### src/rtl/id_issue_queue.sv
// Purpose : in-order issue queue between NR_PORTS decoders and the issue stage.
// Latency : write-to-output 1 cycle (0 cycles from port 0 when ID_ISSUE_QUEUE_BYPASS_EN is defined).
// Backpressure: in_ready_o[i] drops once fewer than i+1 slots are free (a same-cycle ack frees one).
//
// Ports:
//   clk_i, rst_ni          clock, asynchronous active-low reset
//   flush_i                drop all entries, refuse writes this cycle
//   in_valid_i/_entry_i/_ctrl_flow_i/in_ready_o   NR_PORTS-wide write side, port 0 oldest
//   out_entry_o/_valid_o/_ctrl_flow_o, out_ack_i  oldest entry with valid/ack handshake
//   count_o                current occupancy
// Optional build macro: ID_ISSUE_QUEUE_BYPASS_EN (port 0 passes straight to the output when empty).
// DATA_W is normally set by the core to the width of its scoreboard entry.
module id_issue_queue #(
    parameter int unsigned NR_PORTS = 2,
    parameter int unsigned DEPTH    = 4,
    parameter int unsigned DATA_W   = 64
) (
    input  logic                         clk_i,
    input  logic                         rst_ni,
    input  logic                         flush_i,
    input  logic [NR_PORTS-1:0]          in_valid_i,
    input  logic [NR_PORTS*DATA_W-1:0]   in_entry_i,
    input  logic [NR_PORTS-1:0]          in_ctrl_flow_i,
    output logic [NR_PORTS-1:0]          in_ready_o,
    output logic [DATA_W-1:0]            out_entry_o,
    output logic                         out_valid_o,
    output logic                         out_ctrl_flow_o,
    input  logic                         out_ack_i,
    output logic [$clog2(DEPTH+1)-1:0]   count_o
);

    localparam int unsigned CNT_W = $clog2(DEPTH + 1);
    localparam int unsigned PTR_W = (DEPTH > 1) ? $clog2(DEPTH) : 1;
    // Wide enough for DEPTH+1 free slots and for pointer sums up to 2*DEPTH-1.
    localparam int unsigned SUM_W = $clog2(2 * DEPTH + 2);

    logic [PTR_W-1:0]  head_q, head_d, tail_q, tail_d;
    logic [CNT_W-1:0]  count_q, count_d;
    logic [DATA_W:0]   mem_q [DEPTH];   // {ctrl_flow, entry}

    logic              byp_vld;         // port 0 is shown on the output this cycle
    logic              byp_take;        // port 0 is consumed without being stored
    logic              pop;
    logic              pop_mem;
    logic [SUM_W-1:0]  free_slots;
    logic [SUM_W-1:0]  n_acc;
    logic [SUM_W-1:0]  n_store;
    logic [SUM_W-1:0]  cnt_sum;
    logic [NR_PORTS-1:0] accept;
    logic [NR_PORTS-1:0] we;
    logic [PTR_W-1:0]  waddr [NR_PORTS];

    // Modulo-DEPTH pointer advance; k < DEPTH+1 so a single subtraction wraps.
    function automatic logic [PTR_W-1:0] ptr_add(input logic [PTR_W-1:0] p,
                                                 input logic [SUM_W-1:0] k);
        logic [SUM_W-1:0] s;
        s = SUM_W'(p) + k;
        if (s >= SUM_W'(DEPTH)) begin
            s = s - SUM_W'(DEPTH);
        end
        return s[PTR_W-1:0];
    endfunction

`ifdef ID_ISSUE_QUEUE_BYPASS_EN
    assign byp_vld = rst_ni & ~flush_i & (count_q == '0) & in_valid_i[0];
`else
    assign byp_vld = 1'b0;
`endif
    assign byp_take = byp_vld & out_ack_i;

    // Valid is deliberately not masked by flush in the flush cycle itself.
    assign out_valid_o     = (count_q != '0) | byp_vld;
    assign out_entry_o     = byp_vld ? in_entry_i[DATA_W-1:0] : mem_q[head_q][DATA_W-1:0];
    assign out_ctrl_flow_o = byp_vld ? in_ctrl_flow_i[0]      : mem_q[head_q][DATA_W];
    assign count_o         = count_q;

    assign pop     = out_ack_i & out_valid_o;
    // A bypass-consumed entry never occupied storage, so the head does not move for it.
    assign pop_mem = pop & ~byp_take;
    // An ack in the same cycle frees a slot, so writes proceed while full.
    assign free_slots = SUM_W'(DEPTH) - SUM_W'(count_q) + SUM_W'(pop);

    always_comb begin
        in_ready_o = '0;
        accept     = '0;
        we         = '0;
        n_acc      = '0;
        for (int i = 0; i < NR_PORTS; i++) begin
            waddr[i] = '0;
        end
        for (int i = 0; i < NR_PORTS; i++) begin
            // Reset gating keeps fetch from seeing an acknowledge while held in reset.
            in_ready_o[i] = rst_ni & ~flush_i & (free_slots > SUM_W'(i));
            accept[i]     = in_valid_i[i] & in_ready_o[i];
            n_acc         = n_acc + SUM_W'(accept[i]);
        end
        // Ports are a contiguous prefix, so accepted port i lands i slots past the tail
        // (one less when port 0 went straight to issue).
        for (int i = 0; i < NR_PORTS; i++) begin
            if (i == 0) begin
                we[i]    = accept[i] & ~byp_take;
                waddr[i] = tail_q;
            end else begin
                we[i]    = accept[i];
                waddr[i] = ptr_add(tail_q, SUM_W'(i) - SUM_W'(byp_take));
            end
        end
    end

    assign n_store = n_acc - SUM_W'(byp_take);
    assign cnt_sum = SUM_W'(count_q) + n_store - SUM_W'(pop_mem);

    always_comb begin
        head_d  = head_q;
        tail_d  = tail_q;
        count_d = count_q;
        if (flush_i) begin
            head_d  = '0;
            tail_d  = '0;
            count_d = '0;
        end else begin
            head_d  = ptr_add(head_q, SUM_W'(pop_mem));
            tail_d  = ptr_add(tail_q, n_store);
            count_d = cnt_sum[CNT_W-1:0];
        end
    end

    always_ff @(posedge clk_i or negedge rst_ni) begin
        if (!rst_ni) begin
            head_q  <= '0;
            tail_q  <= '0;
            count_q <= '0;
            for (int j = 0; j < DEPTH; j++) begin
                mem_q[j] <= '0;
            end
        end else begin
            head_q  <= head_d;
            tail_q  <= tail_d;
            count_q <= count_d;
            // flush_i drops in_ready_o, so no write enable is set during a flush.
            for (int i = 0; i < NR_PORTS; i++) begin
                if (we[i]) begin
                    mem_q[waddr[i]] <= {in_ctrl_flow_i[i], in_entry_i[i*DATA_W +: DATA_W]};
                end
            end
        end
    end

`ifndef SYNTHESIS
    // Valid ports must form a prefix starting at port 0.
    a_valid_prefix: assert property (@(posedge clk_i) disable iff (!rst_ni)
        (in_valid_i & (in_valid_i + NR_PORTS'(1))) == '0);
    a_count_bound: assert property (@(posedge clk_i) disable iff (!rst_ni)
        count_q <= CNT_W'(DEPTH));
`endif

endmodule
### config.mk
export PLATFORM = sky130hd
export DESIGN_NAME = id_issue_queue
export DESIGN_NICKNAME = d
export VERILOG_FILES = /design/src/rtl/id_issue_queue.sv
export SDC_FILE = /design/constraint.sdc
export NUM_CORES = 1
export LEC_CHECK = 0
export BUFFER_PORTS_ARGS = -buffer_cell sky130_fd_sc_hd__buf_2
export CORE_UTILIZATION = 40
export CTS_BUF_LIST = sky130_fd_sc_hd__clkbuf_16
export CTS_CLUSTER_DIAMETER = 50
export DETAILED_ROUTE_END_ITERATION = 16
export GPL_ROUTABILITY_DRIVEN = 0
export HOLD_SLACK_MARGIN = 0.06
export PLACE_DENSITY = 0.65
export RECOVER_POWER = 100
export SLEW_MARGIN = 20
export SYNTH_ARGS = -nofsm -noshare
export SYNTH_HDL_FRONTEND = slang
export SYNTH_SLANG_ARGS = --single-unit
### constraint.sdc
create_clock -name clk_i -period 6.1 [get_ports clk_i]
set_input_delay 1.83 -clock clk_i [delete_from_list [all_inputs] [get_ports clk_i]]
set_output_delay 1.83 -clock clk_i [all_outputs]
set_load 0.005 [all_outputs]
==> results of run 1 <==
-- synthesized netlist by cell type --
cell | count | area (µm²)
buf_4 | 12 | 90.09
xnor2_1 | 4 | 35.03
nand2b_1 | 1 | 6.260
nor2b_1 | 5 | 31.28
o2111ai_2 | 6 | 90.09
clkbuf_1 | 50 | 187.7
mux4_2 | 65 | 1464
o211a_1 | 3 | 30.03
or4b_1 | 1 | 10.01
nor2_1 | 265 | 994.7
buf_2 | 38 | 190.2
dfrtp_1 | 267 | 6681
or3_1 | 2 | 12.51
and2_1 | 2 | 12.51
o21a_1 | 1 | 7.510
and3b_1 | 2 | 17.52
a31oi_1 | 260 | 1627
nand4bb_1 | 1 | 11.26
nand2_1 | 521 | 1956
buf_6 | 25 | 281.5
ha_1 | 8 | 100.1
fa_1 | 1 | 20.02
o2111ai_1 | 2 | 17.52
xor2_1 | 1 | 8.760
buf_1 | 7 | 26.28
o2111a_1 | 4 | 45.04
inv_1 | 8 | 30.03
-- worst max-delay path: cells and delay by family (launching register included) --
kind | cells | cell delay [ns]
buf+inv | 2 | 1.36
flops | 1 | 1.45
mux | 1 | 0.40
-- routing by layer --
| layer | up-vias | GRT usage (%) | routed length, µm |
|---|---|---|---|
| li1 | 5677 | - | - |
| met1 | 6098 | 32.80 | 18000 |
| met2 | 566 | 39.18 | 20660 |
| met3 | 95 | 5.097 | 3684 |
| met4 | 10 | 7.940 | 1022 |
| met5 | - | 0 | 62 |
-- flip-flops by register name, indices dropped and copies added (netlist names) --
register,count
mem_q,260
count_o,3
head_q,2
tail_q,2
-- kinds of logic after synthesis --
group	after synthesis	synth area share, %
mux	65	10.47
compound gates	276	12.99
buf+inv	140	5.762
simple gates	800	21.82
xor+xnor	5	0.3132
flops	267	47.78
fa+ha+maj	9	0.8590
-- power groups by stage --
stage	sequential (mW)	combinational, mW	clock, mW
2_1_floorplan	2.85	1.76	0
3_3_place_gp	3.04	2.45	0
3_5_place_dp	3.07	2.54	0
4_1_cts	3.06	2.54	2.30
5_1_grt	3.16	2.72	2.38
6_report	3.06	2.46	2.26
-- worst max path at each step --
stage,start,endpoint,slack [ns]
2_1_floorplan,out_ack_i,count_o[2],1.18
3_3_place_gp,out_ack_i,in_ready_o[0],0.87
3_5_place_dp,out_ack_i,count_o[2],0.82
4_1_cts,out_ack_i,in_ready_o[0],0.83
5_1_grt,out_ack_i,mem_q[39],0.38
6_report,head_q[1],out_entry_o[2],0.49
-- area by class of cell --
type                            count  area, µm²  share of cell area [%]
Tap cell                          455      569.3                   3.466
Clock inverter                     30      312.8                   1.904
Clock buffer                       40       1001                   6.094
Antenna cell                        4      10.01                 0.06094
Inverter                            8      30.03                  0.1828
Timing Repair Buffer              232       1244                   7.572
Multi-Input combinational cell   1155       6574                   40.02
Sequential cell                   267       6685                   40.70
-- metrics by stage --
step | power, mW | instance area [µm²] | setup slack, ns | hold WS (ns) | util, %
after global placement | 5.486 | 15220 | 0.8655 | 0.5185 | 44.16
after CTS | 7.896 | 16530 | 0.8311 | 0.5293 | 47.98
after detailed placement | 5.609 | 15220 | 0.8220 | 0.5206 | 44.16
after global routing | 8.262 | 16420 | 0.3781 | 0.5406 | 47.66
after floorplan | 4.608 | 13980 | 1.175 | 0.5009 | -
final | 7.787 | 16430 | 0.4940 | 0.5311 | 47.67
==> flow_summary.toml, run 1 <==
[power]
p_switching_mw = 2.585
cellPowerDensity_nw_per_um2 = 474.1
leakagePower_nw = 7.319
p_clk_share_pct = 29.1
switching_share_pct = 33.20
p_seq_share_pct = 39.3
comb_power_share_pct = 31.6
p_int_mw = 5.202
ir_drop_mv = 0.3091

[critical_path]
cpPeakStageDelay_ns = 1.45
r2r-start = "count_o[2]"
slowest_stage = "dfrtp_1"
reg2reg_depth = 10
path_max_fanout = 37
cp_data_arrival_time_ns = 3.78
critPathKind = "reg -> out"
critPathCaptureType = "primary output"
worstPathRequired_ns = 4.27
rrSetupSlack_ns = 1.07
path_cells = "clkbuf_2 > mux4_2 > clkbuf_1"
rr_endpoint = "mem_q[50]"
critPathLaunchType = "register"

[timing]
rsz0062_at_grt = "no"
skew_ns = 0.01325
post-route-min-period_ns = 5.606
finalHoldViolCount = 0
relSlewSlack_pct = -72.63
fmax_ghz = 0.1784
setup_violations = 0
maxSlewViolCount = 486
fin_crit_sh_pct = 91.90
finalSetupTns_ns = 0
tightest_slew_ns = 2.589

[synthesis]
ys_warn_count = 0
yosysSeqAreaShare_pct = 47.78
yosysUniqueCellTypes = 27
syn-num-nets = 1707
netlist_instances = 1562
ys_ff_latch = 267
syn_area_um2 = 13980
postSynthAreaPerCell_um2 = 8.952

[clock_network]
clk_latency_ns = 0.52
cts_tree = "yes"
cts_buffers = 39
post_cts_resized = 0
root_buffer = "clkbuf_16"
ctsHoldBuffers = 0
postCtsSetupRepairBufs = 0
htreeDepth = 2
clock-sinks = 267
cts.clk_slew.worst_paths_ns = 0.06
clockBufferDepth = 3

[placement]
io_buffers = 206
dp.final_hpwl_um = 24700
place_inst = 2116

[hold_path]
hold_depth = 2
hold_path_end = "mem_q[194]"
hold_class = "reg -> reg"
worstHoldStart = "mem_q[194]"

[global_route]
grt_pass1_wl_um = 68230
grtUsageTotal_pct = 24.35
grt_max_degree = 131
grt_remaining_overflow = 0
first_global_vias = 12210
antenna_found_initial = 10

[routing]
vias = 12450
initialDrtViolationCount = 1315
drc = 0
viasPerCell = 5.681
wl_per_cell_um = 19.82
drtAntennaViolNets = 0
firstDrtPassIters = 6
finalWirelength_um = 43430

[floorplanning]
die_width_um = 189.0
ios = 207
die_area_um2 = 35710
core-area_um2 = 34460
die_h_um = 189.0
row_count = 68
initial_core_util_pct = 40.58

[cells_and_area]
area_growth_pct = 17.47
final_cell_mix = "nand2_1 (521), dfrtp_1 (266), nor2_1 (265), a31oi_1 (260), buf_2 (165)"
design.final.nets = 1848
final_cell_count_no_fill = 2191
final_common_cell = "nand2_1"
drive_gt1_share_pct = 19.05
n_fill_cell = 3250

[job]
drv_cap = 9

[run_status]
status = "finished with violations"
violations = "max-capacitance violations, max-slew violations"
(Power assumes the default switching activity.)
==> inputs of run 2 (changes only) <==
--- a/config.mk
+++ b/config.mk
@@ -6,13 +6,14 @@
 export NUM_CORES = 1
 export LEC_CHECK = 0
 export BUFFER_PORTS_ARGS = -buffer_cell sky130_fd_sc_hd__buf_2
+export CELL_PAD_IN_SITES_DETAIL_PLACEMENT = 1
+export CELL_PAD_IN_SITES_GLOBAL_PLACEMENT = 1
 export CORE_UTILIZATION = 40
-export CTS_BUF_LIST = sky130_fd_sc_hd__clkbuf_16
 export CTS_CLUSTER_DIAMETER = 50
 export DETAILED_ROUTE_END_ITERATION = 16
 export GPL_ROUTABILITY_DRIVEN = 0
 export HOLD_SLACK_MARGIN = 0.06
-export PLACE_DENSITY = 0.65
+export PLACE_DENSITY = 0.81
 export RECOVER_POWER = 100
 export SLEW_MARGIN = 20
 export SYNTH_ARGS = -nofsm -noshare
==> run 2 against run 1 <==
Effect of this change:
- the run still ends with max-capacitance violations, max-slew violations left
- setup slack gained 0.13 ns
- die area unchanged
- register-to-register slack better by 0.40 ns
- sequential cell count did not move
- hold slack better by 0.0038 ns
- clock skew is 0.0046 ns higher
- clock power increased by 6%
- sequential share of layout area decreased by 0.19 points
- first-iteration DRC count down 27%
- largest cell class unchanged
- largest power group unchanged
==> flow_summary.toml, run 2 (synthesized netlist as in run 1, its figures left out) <==
[power]
leakagePower_nw = 7.380
cellPowerDensity_nw_per_um2 = 484.8
p_total_mw = 8.001
ir_drop_mv = 0.2682

[critical_path]
slowest_stage = "clkbuf_1"
critPathKind = "in -> reg"
path_max_fanout = 40
path_depth = 6
path_cells = "clkbuf_1 > and3b_1 > o2111ai_2 > clkbuf_4 > nand2_1 > a31oi_1"
critPathBufInv = 2
worstPathRequired_ns = 6.46
critPathCaptureType = "register"
cpPeakStageDelay_ns = 1.26
critPathLaunchType = "primary input"
r2r-start = "count_o[2]"
reg2reg_depth = 11
rrSetupSlack_ns = 1.47
crit_start = "rst_ni"
critPathTopFamily = "buffers and inverters"
cp_data_arrival_time_ns = 5.83

[cells_and_area]
drive_gt1_share_pct = 19.41
final_common_cell = "nand2_1"
largest_reg_flops = 260
finish.utilization_pct = 47.90
final_cell_count_no_fill = 2193
final_cell_mix = "nand2_1 (521), nor2_1 (265), dfrtp_1 (265), a31oi_1 (260), buf_2 (172)"
area_growth_pct = 18.03
design.final.nets = 1846
n_fill_cell = 4029
regMostFlops = "mem_q"

[timing]
whs_ns = 0.5349
setup_violations = 0
maxSlewViolCount = 216
fin_crit_sh_pct = 89.70
finalHoldViolCount = 0
finalSetupTns_ns = 0
fmax_ghz = 0.1828
tightest_slew_ns = 2.252
relSlewSlack_pct = -50.31
rsz0062_at_grt = "no"
skew_ns = 0.01784
post-route-min-period_ns = 5.472

[clock_network]
post_cts_resized = 0
postCtsSetupRepairBufs = 0
cts_tree = "yes"
htreeDepth = 2
cts.clk_slew.worst_paths_ns = 0.06
root_buffer = "clkbuf_16"
clk_latency_ns = 0.52
ctsHoldBuffers = 0
clockBufferDepth = 3
clock-sinks = 267
cts_buffers = 39

[routing]
wl_per_cell_um = 22.00
viasPerCell = 5.853
vias = 12840
finalWirelength_um = 48250
drtAntennaViolNets = 0
firstDrtPassIters = 7
initialDrtViolationCount = 960
drc = 0

[global_route]
grt_remaining_overflow = 0
grtUsageTotal_pct = 27.40
grt_max_degree = 158
grt_pass1_wl_um = 76960
first_global_vias = 14080
antenna_found_initial = 8

[floorplanning]
die_area_um2 = 35710
initial_core_util_pct = 40.58
core-area_um2 = 34460
row_count = 68
die_h_um = 189.0
ios = 207
die_width_um = 189.0

[hold_path]
worstHoldStart = "mem_q[75]"
hold_class = "reg -> reg"
hold_depth = 2

[placement]
place_inst = 2115
io_buffers = 206
dp.final_hpwl_um = 28440

[run_status]
status = "finished with violations"
violations = "max-capacitance violations, max-slew violations"

[job]
drv_cap = 7
[run 2: final timing paths]
check | to
worst max-delay path | mem_q[176]
worst max register to register | mem_q[176]
max in group asynchronous | mem_q[90]
worst min-delay path | mem_q[75]
worst min register to register | mem_q[75]
min in group asynchronous | mem_q[176]
[run 2: report_power, final]
group	internal [mW]	leakage, nW	switching [mW]
sequential	2.56	3.30	0.528
combinational	1.27	3.42	1.26
clock	1.48	0.655	0.909
total	5.30	7.38	2.70
[run 2: stage by stage]
step	setup slack, ns	instance area [µm²]
2_1_floorplan	1.175	13980
3_3_place_gp	0.8565	15240
3_5_place_dp	0.7799	15270
4_1_cts	0.7925	16630
5_1_grt	0.3598	16500
6_report	0.6284	16500
[run 2: routing by layer]
| metal | global-route usage (%) | up-vias | share of wire [%] |
|---|---|---|---|
| li1 | - | 5680 | - |
| met1 | 34.78 | 6630 | 42 |
| met2 | 46.76 | 423 | 49 |
| met3 | 4.893 | 99 | 6.4 |
| met4 | 10.02 | 4 | 2.6 |
| met5 | 0 | - | 0.050 |
[run 2: final cells by class]
| cell class | count | area, µm² | share of cell area [%] |
|---|---|---|---|
| clock inverters | 27 | 346.6 | 2.100 |
| inverters | 8 | 30.03 | 0.1819 |
| flip-flops and latches | 267 | 6686 | 40.51 |
| multi-input cells | 1155 | 6554 | 39.71 |
| clock buffers | 44 | 1016 | 6.156 |
| well taps | 455 | 569.3 | 3.449 |
| repair buffers | 230 | 1285 | 7.786 |
| diodes | 7 | 17.52 | 0.1061 |
[run 2: worst min-delay path, cell delays in order, from the launching register on]
cell	delay, ns
dfrtp_1	0.37
nand2_1	0.06
a31oi_1	0.07
